==> src/rtl/rr_req_arbiter4.sv <==
// Four-source round-robin arbiter: request pulses latch into sticky pending bits,
// and one-hot grants are issued over a valid/ready handshake with an optional timeout.
module rr_req_arbiter4 #(
  parameter int TIMEOUT = 8,
  parameter int CNT_W   = 4
) (
  input  logic       clk,
  input  logic       rst,
  input  logic [3:0] req_in,
  input  logic       gnt_ready,
  output logic [3:0] gnt_out,
  output logic       gnt_valid,
  output logic [3:0] pending,
  output logic       timeout
);

  typedef enum logic {
    ST_IDLE  = 1'b0,
    ST_GRANT = 1'b1
  } state_t;

  localparam logic [CNT_W-1:0] LP_CNT_LAST = CNT_W'((TIMEOUT == 0) ? 0 : TIMEOUT - 1);

  state_t           r_state;
  logic [1:0]       r_ptr;
  logic [1:0]       r_idx;
  logic [CNT_W-1:0] r_cnt;
  logic [3:0]       r_pending;
  logic [3:0]       r_gnt;
  logic             r_valid;
  logic             r_timeout;

  logic [1:0]       w_cand [4];
  logic             w_found;
  logic [1:0]       w_sel;
  logic             w_hs;
  logic [3:0]       w_clr;

  // Candidate k is the (k+1)-th source after the last served one, wrapping mod 4.
  generate
    for (genvar gi = 0; gi < 4; gi++) begin : g_cand
      assign w_cand[gi] = r_ptr + 2'(gi + 1);
    end
  endgenerate

  // Scan from the farthest candidate back to the nearest so the nearest set bit wins.
  always_comb begin
    w_found = 1'b0;
    w_sel   = r_ptr;
    for (int k = 3; k >= 0; k--) begin
      if (r_pending[w_cand[k]]) begin
        w_found = 1'b1;
        w_sel   = w_cand[k];
      end
    end
  end

  assign w_hs  = r_valid & gnt_ready;
  assign w_clr = w_hs ? r_gnt : 4'b0000;

  always_ff @(posedge clk) begin
    if (rst) begin
      r_state   <= ST_IDLE;
      r_ptr     <= 2'd3;
      r_idx     <= 2'd0;
      r_cnt     <= '0;
      r_pending <= 4'b0000;
      r_gnt     <= 4'b0000;
      r_valid   <= 1'b0;
      r_timeout <= 1'b0;
    end else begin
      // A new request on the bit being served in this cycle keeps it pending.
      r_pending <= (r_pending & ~w_clr) | req_in;
      r_timeout <= 1'b0;
      case (r_state)
        ST_IDLE: begin
          if (w_found) begin
            r_gnt   <= 4'b0001 << w_sel;
            r_idx   <= w_sel;
            r_valid <= 1'b1;
            r_cnt   <= '0;
            r_state <= ST_GRANT;
          end
        end
        ST_GRANT: begin
          if (w_hs) begin
            r_ptr   <= r_idx;
            r_gnt   <= 4'b0000;
            r_valid <= 1'b0;
            r_state <= ST_IDLE;
          end else if ((TIMEOUT != 0) && (r_cnt == LP_CNT_LAST)) begin
            r_ptr     <= r_idx;
            r_gnt     <= 4'b0000;
            r_valid   <= 1'b0;
            r_timeout <= 1'b1;
            r_state   <= ST_IDLE;
          end else begin
            r_cnt <= r_cnt + 1'b1;
          end
        end
        default: begin
          r_gnt   <= 4'b0000;
          r_valid <= 1'b0;
          r_state <= ST_IDLE;
        end
      endcase
    end
  end

  assign gnt_out   = r_gnt;
  assign gnt_valid = r_valid;
  assign pending   = r_pending;
  assign timeout   = r_timeout;

endmodule

==> config.mk <==
export PLATFORM = sky130hd
export DESIGN_NAME = rr_req_arbiter4
export DESIGN_NICKNAME = d
export VERILOG_FILES = /design/src/rtl/rr_req_arbiter4.sv
export SDC_FILE = /design/constraint.sdc
export NUM_CORES = 1
export LEC_CHECK = 0
export BUFFER_PORTS_ARGS = -buffer_cell sky130_fd_sc_hd__buf_4
export CELL_PAD_IN_SITES_DETAIL_PLACEMENT = 0
export CELL_PAD_IN_SITES_GLOBAL_PLACEMENT = 1
export CORE_AREA = 2 2 52 54
export CTS_BUF_LIST = sky130_fd_sc_hd__clkbuf_2 sky130_fd_sc_hd__clkbuf_4 sky130_fd_sc_hd__clkbuf_8
export DETAILED_ROUTE_END_ITERATION = 8
export DIE_AREA = 0 0 54 56
export PLACE_DENSITY = 0.7
export SETUP_SLACK_MARGIN = 0.05
export SLEW_MARGIN = 20
export SYNTH_ARGS = -nofsm -noshare
export SYNTH_HDL_FRONTEND = slang
export SYNTH_SLANG_ARGS = --single-unit
==> constraint.sdc <==
create_clock -name clk -period 1.32 [get_ports clk]
set_input_delay 0.066 -clock clk [delete_from_list [all_inputs] [get_ports clk]]
set_output_delay 0.066 -clock clk [all_outputs]
set_load 0.03 [all_outputs]
**Word-level counts from Yosys, hierarchy flattened**

Cells that the tools add are included.

- Add/sub/neg operators: 4
- Order comparisons: 4
- Equal/unequal tests: 5
- Shift-type cells: 1
- Multiplexer cells: 35
- Bitwise operators: 5
- Reductions and logical operators: 6

Operators by type and width:

| operator | count |
|---|---|
| 2-to-1 mux 4 bit | 7 |
| one-hot mux 4 bit (2 select lines) | 2 |
| 2-to-1 mux 1 bit | 15 |
| < comparator 2 x 3 -> 1 bit (second input constant) | 4 |
| 2-to-1 mux 2 bit | 5 |
| binary-select mux 1 bit (select 2 bit) | 4 |
| inequality test 2 bit (second input constant) | 3 |
| AND reduction 2 bit | 3 |
| adder 2 bit (second input constant) | 2 |
| adder 4 x 1 -> 4 bit (second input constant) | 1 |
| AND 4 bit | 1 |
| == test 4 x 3 -> 1 bit (second input constant) | 1 |
| inverter 4 bit | 1 |
| bitwise OR 4 bit | 1 |
| one-hot mux 1 bit (2 select lines) | 2 |
| << shifter 1 x 2 -> 4 bit (first input constant) | 1 |
| inequality test 3 x 1 -> 1 bit (second input constant) | 1 |
| AND reduction 3 bit | 1 |
| OR reduction 3 bit | 1 |
| adder 2 x 1 -> 2 bit (second input constant) | 1 |
| nonzero test 2 bit | 1 |
| AND 1 bit | 1 |
| inverter 1 bit | 1 |

- Register bits: 19
- Output and inout port bits: 10

**Logic depth before layout (Yosys ltp)**

Gate-level depths: netlist of run 1.

- Depth after elaboration: 9
- Gate-level depth with buffers: 5
- Mapped depth without buffers: 5

**Worst setup path after synthesis of run 1**

OpenSTA, ideal clock, no wires.

- Kind: flip-flop to flip-flop
- Start point: reg r_pending[3] (netlist: pending[3])
- End point: reg r_gnt[1] (netlist: gnt_out[1])
- Setup time: 0.069 ns
- Arrival: 1.350 ns
- Required time: 1.251 ns
- Path slack: -0.099 ns
- Stages on the path, launching flop included: 6
- Path buffers: 1
- Path through: dfxtp_1 -> nor4_2 -> or2_1 -> buf_6 -> a211o_1 -> o21ai_1

- Cells in the longest elaborated chain, start to end: 8

Ends and longest elaborated chain:

| item | RTL line | text |
|---|---|---|
| start: declaration | 28 | `logic [3:0] r_pending;` |
| start signal: assignment | 73 | `r_pending <= (r_pending & ~w_clr) \| req_in;` |
| binary-select mux 1 bit (select 2 bit) | 51 | `if (r_pending[w_cand[k]]) begin` |
| 2-to-1 mux 1 bit (implied by the code) | 51 |  |
| 2-to-1 mux 2 bit / 2-to-1 mux 1 bit (equally long branches) (3 in series) | 51 |  |
| << shifter 1 x 2 -> 4 bit / 2-to-1 mux 1 bit (equally long branches) | 78, 51 |  |
| 2-to-1 mux 4 bit / inequality test 2 bit (equally long branches) | -- |  |
| one-hot mux 4 bit (2 select lines) / AND reduction 2 bit (equally long branches) | -- |  |
| end signal: assignment | 78 | `r_gnt <= 4'b0001 << w_sel;` |
| end: declaration | 29 | `logic [3:0] r_gnt;` |

Parallel ways exist; a longest one is shown, timed or not. The select of a mux whose other input is x is not followed.
A chain may end at the register's enable or synchronous reset.

**Worst setup path in the final report of run 1**

- Start point: reg r_cnt[0]
- End point: reg r_ptr[0]

- Cells in the longest elaborated chain, start to end: 3

Ends and longest elaborated chain:

| item | RTL line | text |
|---|---|---|
| start: declaration | 27 | `logic [CNT_W-1:0] r_cnt;` |
| start signal: assignment | 98 | `r_cnt <= r_cnt + 1'b1;` |
| == test 4 x 3 -> 1 bit | 91 | `end else if ((TIMEOUT != 0) && (r_cnt == LP_CNT_LAST)) begin` |
| nonzero test 2 bit (no line) | -- |  |
| AND reduction 2 bit (no line) | -- |  |
| end signal: assignment | 87 | `r_ptr <= r_idx;` |
| end signal: assignment | 92 | `r_ptr <= r_idx;` |
| end: declaration | 25 | `logic [1:0] r_ptr;` |

Every way passes these cells.

==> results of run 1 <==
[worst max path at each step]
| stage | from | to | slack (ns) | cells after the start |
|---|---|---|---|---|
| global placement | pending[3] | gnt_out[0] | -0.11 | 4 |
| global route | r_cnt[0] | gnt_out[1] | -0.11 | 6 |
| CTS | r_cnt[0] | r_ptr[0] | -0.02 | 5 |
| detailed placement | pending[3] | gnt_out[1] | -0.07 | 4 |
| floorplan | r_cnt[1] | r_ptr[0] | 0.03 | 5 |
| finish | r_cnt[0] | r_ptr[0] | -0.007 | 5 |
[power by group through the flow]
stage               logic (mW)  clock network, mW  registers, mW
floorplan                0.146                  0          0.715
global placement         0.285                  0          0.672
detailed placement       0.287                  0          0.674
CTS                      0.321              0.332          0.664
global route             0.358              0.359          0.671
finish                   0.324              0.312          0.664
[layout by cell type (no fill, tap or decap), types with 2 or more instances in the layout]
cell type,instances
buf_4,25
dfxtp_1,11
a21oi_1,9
nor2_1,8
nand2_1,7
dfxtp_2,7
o21ai_1,6
nand4_1,5
clkbuf_4,4
dlygate4sd3_1,4
nand2b_1,3
inv_1,2
mux2i_1,2
nor2_2,2
nand3_1,2
[critical path, stage by stage, from the launching register on]
cell and delay (ns):
dfxtp_2 0.35, ha_4 0.15, and3b_2 0.23, o21ai_4 0.21, mux2i_1 0.21, nand2_1 0.06
[area by class of cell]
type / count / area [um^2]
clock buffers: 4 / 30.03
fillers: 241 / 1211
inverters: 2 / 7.507
multi-input cells: 70 / 514.2
flip-flops and latches: 19 / 392.9
well taps: 30 / 37.54
repair buffers: 30 / 239.0
[metrics by stage]
step                hold slack, ns  power [mW]
floorplan                   0.1357      0.8605
global placement            0.2714      0.9560
detailed placement          0.2766      0.9610
CTS                        0.05025       1.316
global route               0.07035       1.388
finish                     0.05804       1.301
[synth_stat cells (2+ instances only)]
cell type | n | area [um^2]
dfxtp_1 | 19 | 380.4
a21oi_1 | 9 | 45.04
nor2_1 | 9 | 33.78
nand2_1 | 8 | 30.03
nand4_1 | 5 | 31.28
nand2b_1 | 3 | 18.77
nand3_1 | 3 | 15.01
o21ai_0 | 3 | 15.01
o21ai_1 | 3 | 15.01
clkbuf_1 | 2 | 7.510
inv_1 | 2 | 7.510
mux2i_1 | 2 | 20.02
nor3_2 | 2 | 20.02
or2_1 | 2 | 12.51
[kinds of logic after synthesis]
group	synth area share (%)
buffers and inverters	3.075
XOR/XNOR	1.025
AO/OA/AOI/OAI	19.33
flip-flops	44.51
multiplexers	3.660
AND/OR/NAND/NOR	26.94
adder cells (fa/ha/maj)	1.464
[per-layer routing]
metal	track usage, %	part of all wire, %	routed length, um	vias up
met5	0	0	0	-
met1	22.19	46	995	373
met2	25.78	50	1077	11
met3	2.419	2.7	57	2
li1	-	-	-	401
met4	6.429	0.61	13	0
[flip-flops by register name, summed over array words and instances (netlist names)]
signal     count
r_state        1
pending        4
r_cnt          4
gnt_out        4
timeout        1
r_idx          2
r_ptr          2
gnt_valid      1
[what timing repair did]
action | 4_1_cts | 5_1_grt
setup buffers | 2 | 1
setup endpoints to repair | 13 | 13
pin swaps | 4 | 5
resized for setup | 8 | 6
cloned | 0 | 0
hold buffers | 4 | 0
hold endpoints to repair | 4 | 0
==> results.md, run 1 <==
- Synth Warn #: 0
- First-pass iteration count of the detailed router: 4
- Pin count of the biggest net entering global routing: 16
- Hold Crit Start: rst
- Worst vdd ir: 0.6045 mV
- Crit path time final: 1.327 ns
- Avg Inst Size Synth: 9.091 um^2
- CP Data Arrival Time: 1.51 ns
- ANT cells: 0
- Worst r2r dst: r_ptr[0]
- Number of flops mapped to enable cells by yosys: 0
- Worst Hold Depth: 2
- DP Area: 0.001079 mm^2
- Final period util: 100.6%
- Final hold vios: 0
- Setup TNS Final: -0.009045 ns
- Crit Path Max Fanout: 4
- Starting density of the core: a little over a third
- Status: finished with violations
- R2r setup slk: -0.007 ns
- Final Skew: around 0.0022 ns
- Area added between synthesis and finish: 42.90%
- CTS buffer count: 3
- RSZ-0062 raised after global routing: yes
- Worst Hold Class: in2reg
- PortBufs: 16
- Worst Tran Pin Value: 0.3173 ns
- Initial DRC Count: 9
- Synth async-reset ratio: 0%
- Place WS: -0.07082 ns
- Cell variety after synth: 36
- Max clock buf depth: 2
- Kind of critical path: reg2reg
- Sink Count: 19
- Post-detail-place hpwl: between 1 and 1.5 mm
- WP data required: about 1.5 ns
- Die Footprint: slightly above 0.003 mm^2
- # rows: 18
- Startpoint types: flop
- Sw Share: 30.32%
- Routed vias: approximately 790
- Combinational fraction of design power: 24.9%
- Leakage power of the design: between 0.4 and 0.5 nW
- Placed cells: roughly 140
- RePlAce Congestion: 0.6877
- First-pass GRT wire length: between 3 and 4 mm
- Final Instance Area: approximately 0.0012 mm^2
- Reg clk slew, reported paths: 0.10 ns
- H-Tree Depth: 1
- Final Net Count: 134
- Setup ws final: -0.007399 ns
- Seq/Total Area, Yosys: 44.51%
- Clk network pwr share: 24.0%
- Syn Std Cell Area: 854.6 um^2
- Post-synth top flop: dfxtp_1
- Post-Layout Cell Count: 155
- Die Y: 56 um
- Root buffer cell: clkbuf_4
- Grt total ovfl: 0
- Die W: 54 um
- Number of vias per cell: just over 5
- Post-Route WL: 2.143 mm
- Final Util: between 50% and 60%
- CTS tree: yes
- Core Area: 0.002432 mm^2
- DR DRC count: 0
- Sequential Power Share: 51.0%
- ANT nets after route: 0
- Skew-Pair Late Insertion Delay: between 0.2 and 0.3 ns
- Yosys reg bits: 19
- Violations in the final reports: setup timing
- GRT Resource Usage Total: between 10% and 20%
- Vias in the first global route: 818
- Pwr dens: about 1100 mW/mm^2
- Hold path endpoint: r_cnt[0]
- Post-DR wirelength/cell: 13.83 um
- R2r startpoint: r_cnt[0]
- Share of post-route cells with drive strength above 1: 44.00%
- # IOs: 17
- Final slew viol count: 0
- Max Clk Rate: 753.4 MHz
- Int Pwr: 906.2 uW
- Post-synthesis instance total: 94
- Syn Nets: 102
- Initial antenna violation count: 0
- Rel. slew slack: 78.69%
- R2r worst-path depth: 5
- Finish-stage setup viols: 2
- Maximum Capacitance Violations: 0
- P_sw: 394.3 uW
- Crit. End Element: flop
(Power assumes the default switching activity.)
==> inputs of run 2 (changes only) <==
--- a/config.mk
+++ b/config.mk
@@ -8,11 +8,11 @@
 export BUFFER_PORTS_ARGS = -buffer_cell sky130_fd_sc_hd__buf_4
 export CELL_PAD_IN_SITES_DETAIL_PLACEMENT = 0
 export CELL_PAD_IN_SITES_GLOBAL_PLACEMENT = 1
-export CORE_AREA = 2 2 52 54
+export CORE_AREA = 2 2 40 69
 export CTS_BUF_LIST = sky130_fd_sc_hd__clkbuf_2 sky130_fd_sc_hd__clkbuf_4 sky130_fd_sc_hd__clkbuf_8
 export DETAILED_ROUTE_END_ITERATION = 8
-export DIE_AREA = 0 0 54 56
-export PLACE_DENSITY = 0.7
+export DIE_AREA = 0 0 42 71
+export PLACE_DENSITY = 0.71
 export SETUP_SLACK_MARGIN = 0.05
 export SLEW_MARGIN = 20
 export SYNTH_ARGS = -nofsm -noshare
==> run 2 against run 1 <==
Net effect:
- the run still ends with setup timing left
- sequential cell count unchanged
- non-clock buffer count increased by 5
- power increased by 12%
- via count increased by 6.5%
- register-to-register slack got worse by 0.03 ns
- utilization increased by 2.8 points
- cell count increased by 0.65%
- die area decreased by 1.4%
- global-route usage increased by 0.61 points
- critical path type unchanged
- critical endpoint is now gnt_out[1]
==> results.md, run 2 (synthesized netlist as in run 1, its figures left out) <==
- Status: finished with violations
- Violations in the final reports: setup timing
- Worst r2r dst: gnt_out[1]
- First-pass iteration count of the detailed router: 4
- CTS buffer count: 3
- Worst Hold Class: in2reg
- Hold-fix buffers at CTS: 0
- Share of post-route cells with drive strength above 1: 51.54%
- Pwr dens: 1129 mW/mm^2
- Routed vias: 838
- Final Util: roughly 53%
- ANT nets after route: 0
- Startpoint types: flop
- # IOs: 17
- Final slew viol count: 0
- Grt total ovfl: 0
- Final Skew: 0.001654 ns
- Die W: 42 um
- Skew-Pair Late Insertion Delay: 0.25 ns
- Initial antenna violation count: 0
- Die Y: 71 um
- CP Data Arrival Time: 1.54 ns
- Worst vdd ir: 0.7007 mV
- Reg clk slew, reported paths: 0.07 ns
- RePlAce Congestion: approximately 0.84
- H-Tree Depth: 1
- First-pass GRT wire length: 3.850 mm
- Hold path endpoint: pending[0]
- Vias in the first global route: 868
- Rel. slew slack: 77.81%
- Initial DRC Count: 12
- CTS tree: yes
- Crit. End Element: flop
- R2r startpoint: pending[3]
- Post-Route WL: 2.340 mm
- Leakage power of the design: 0.5484 nW
- Worst Tran Pin Value: 0.3326 ns
- # rows: 24
- GRT Resource Usage Total: 17.06%
- Number of vias per cell: between 5 and 6
- Die Footprint: 0.002982 mm^2
- Pwr Total: 1.455 mW
- Final period util: 102.8%
- ANT cells: 0
- Crit Path Max Fanout: 4
- Area added between synthesis and finish: 50.81%
- Maximum Capacitance Violations: 0
- Final hold vios: 0
- Worst Hold Depth: 3
- Max Clk Rate: 737.3 MHz
- Root buffer cell: clkbuf_8
- Kind of critical path: reg2reg
- Core Area: 0.002432 mm^2
- Setup TNS Final: -0.08621 ns
- WP data required: 1.51 ns
- RSZ-0062 raised after global routing: yes
- Finish-stage setup viols: 5
- Post-detail-place hpwl: around 1.8 mm
- Hold Crit Start: req_in[0]
- Crit path time final: 1.356 ns
- Max clock buf depth: 2
- R2r worst-path depth: 5
- Sink Count: 19
- R2r setup slk: -0.04 ns
- Post-DR wirelength/cell: 15.00 um
- Starting density of the core: 35.13%
- Final Net Count: 139
- Setup ws final: -0.03636 ns
- Commonest non-fill, non-tap cell in the layout: buf_4
- Commonest non-fill, non-tap cells in the layout: buf_4 (32), dfxtp_1 (11), nand2_1 (8)
- PortBufs: 16
- DR DRC count: 0
- Pin count of the biggest net entering global routing: 16
[run 2: worst max path at each step]
stage	startpoint	endpoint	slack [ns]
floorplan	r_cnt[1]	r_ptr[0]	0.03
global placement	r_cnt[0]	r_ptr[0]	-0.05
detailed placement	r_cnt[0]	r_cnt[2]	-0.05
CTS	r_cnt[1]	r_ptr[0]	-0.03
global route	r_cnt[1]	gnt_out[2]	-0.12
finish	pending[3]	gnt_out[1]	-0.04
[run 2: per-layer routing]
layer / track usage (%) / vias to the layer above / routed length, um
met3: 1.531 / 10 / 88
met5: 0 / - / 0
li1: - / 410 / -
met1: 16.61 / 391 / 834
met2: 32.47 / 27 / 1313
met4: 11.47 / 0 / 103
[run 2: layout make-up]
cell class | instances | area (um^2)
Clock buffer | 4 | 48.80
Fill cell | 224 | 1144
Inverter | 2 | 7.507
Multi-Input combinational cell | 70 | 533.0
Sequential cell | 19 | 392.9
Tap cell | 26 | 32.53
Timing Repair Buffer | 35 | 274.0
[run 2: what timing repair did]
item | in CTS | in global routing
endpoints found under the setup margin | 11 | 13
gates resized for setup | 12 | 6
pin swaps | 9 | 6
buffers inserted | 4 | 0
[run 2: through the flow]
step / hold slack [ns] / setup slack, ns / area (um^2) / cells
2_1_floorplan: 0.1357 / 0.02986 / 887.1 / 94
3_3_place_gp: 0.2728 / -0.04562 / 1134 / 148
3_5_place_dp: 0.2778 / -0.04881 / 1134 / 148
4_1_cts: 0.01799 / -0.03115 / 1260 / 156
5_1_grt: 0.03050 / -0.1187 / 1289 / 156
6_report: 0.01683 / -0.03636 / 1289 / 156
[run 2: critical path: stages (launching register included)]
cell and delay, ns:
dfxtp_4 0.36, buf_6 0.13, or2_1 0.20, a21o_1 0.17, a211o_1 0.31, o21ai_1 0.13
[run 2: report_power, final]
part / switching, mW / internal, mW
clock: 0.181 / 0.235
combinational: 0.194 / 0.182
sequential: 0.0433 / 0.620
total: 0.418 / 1.04
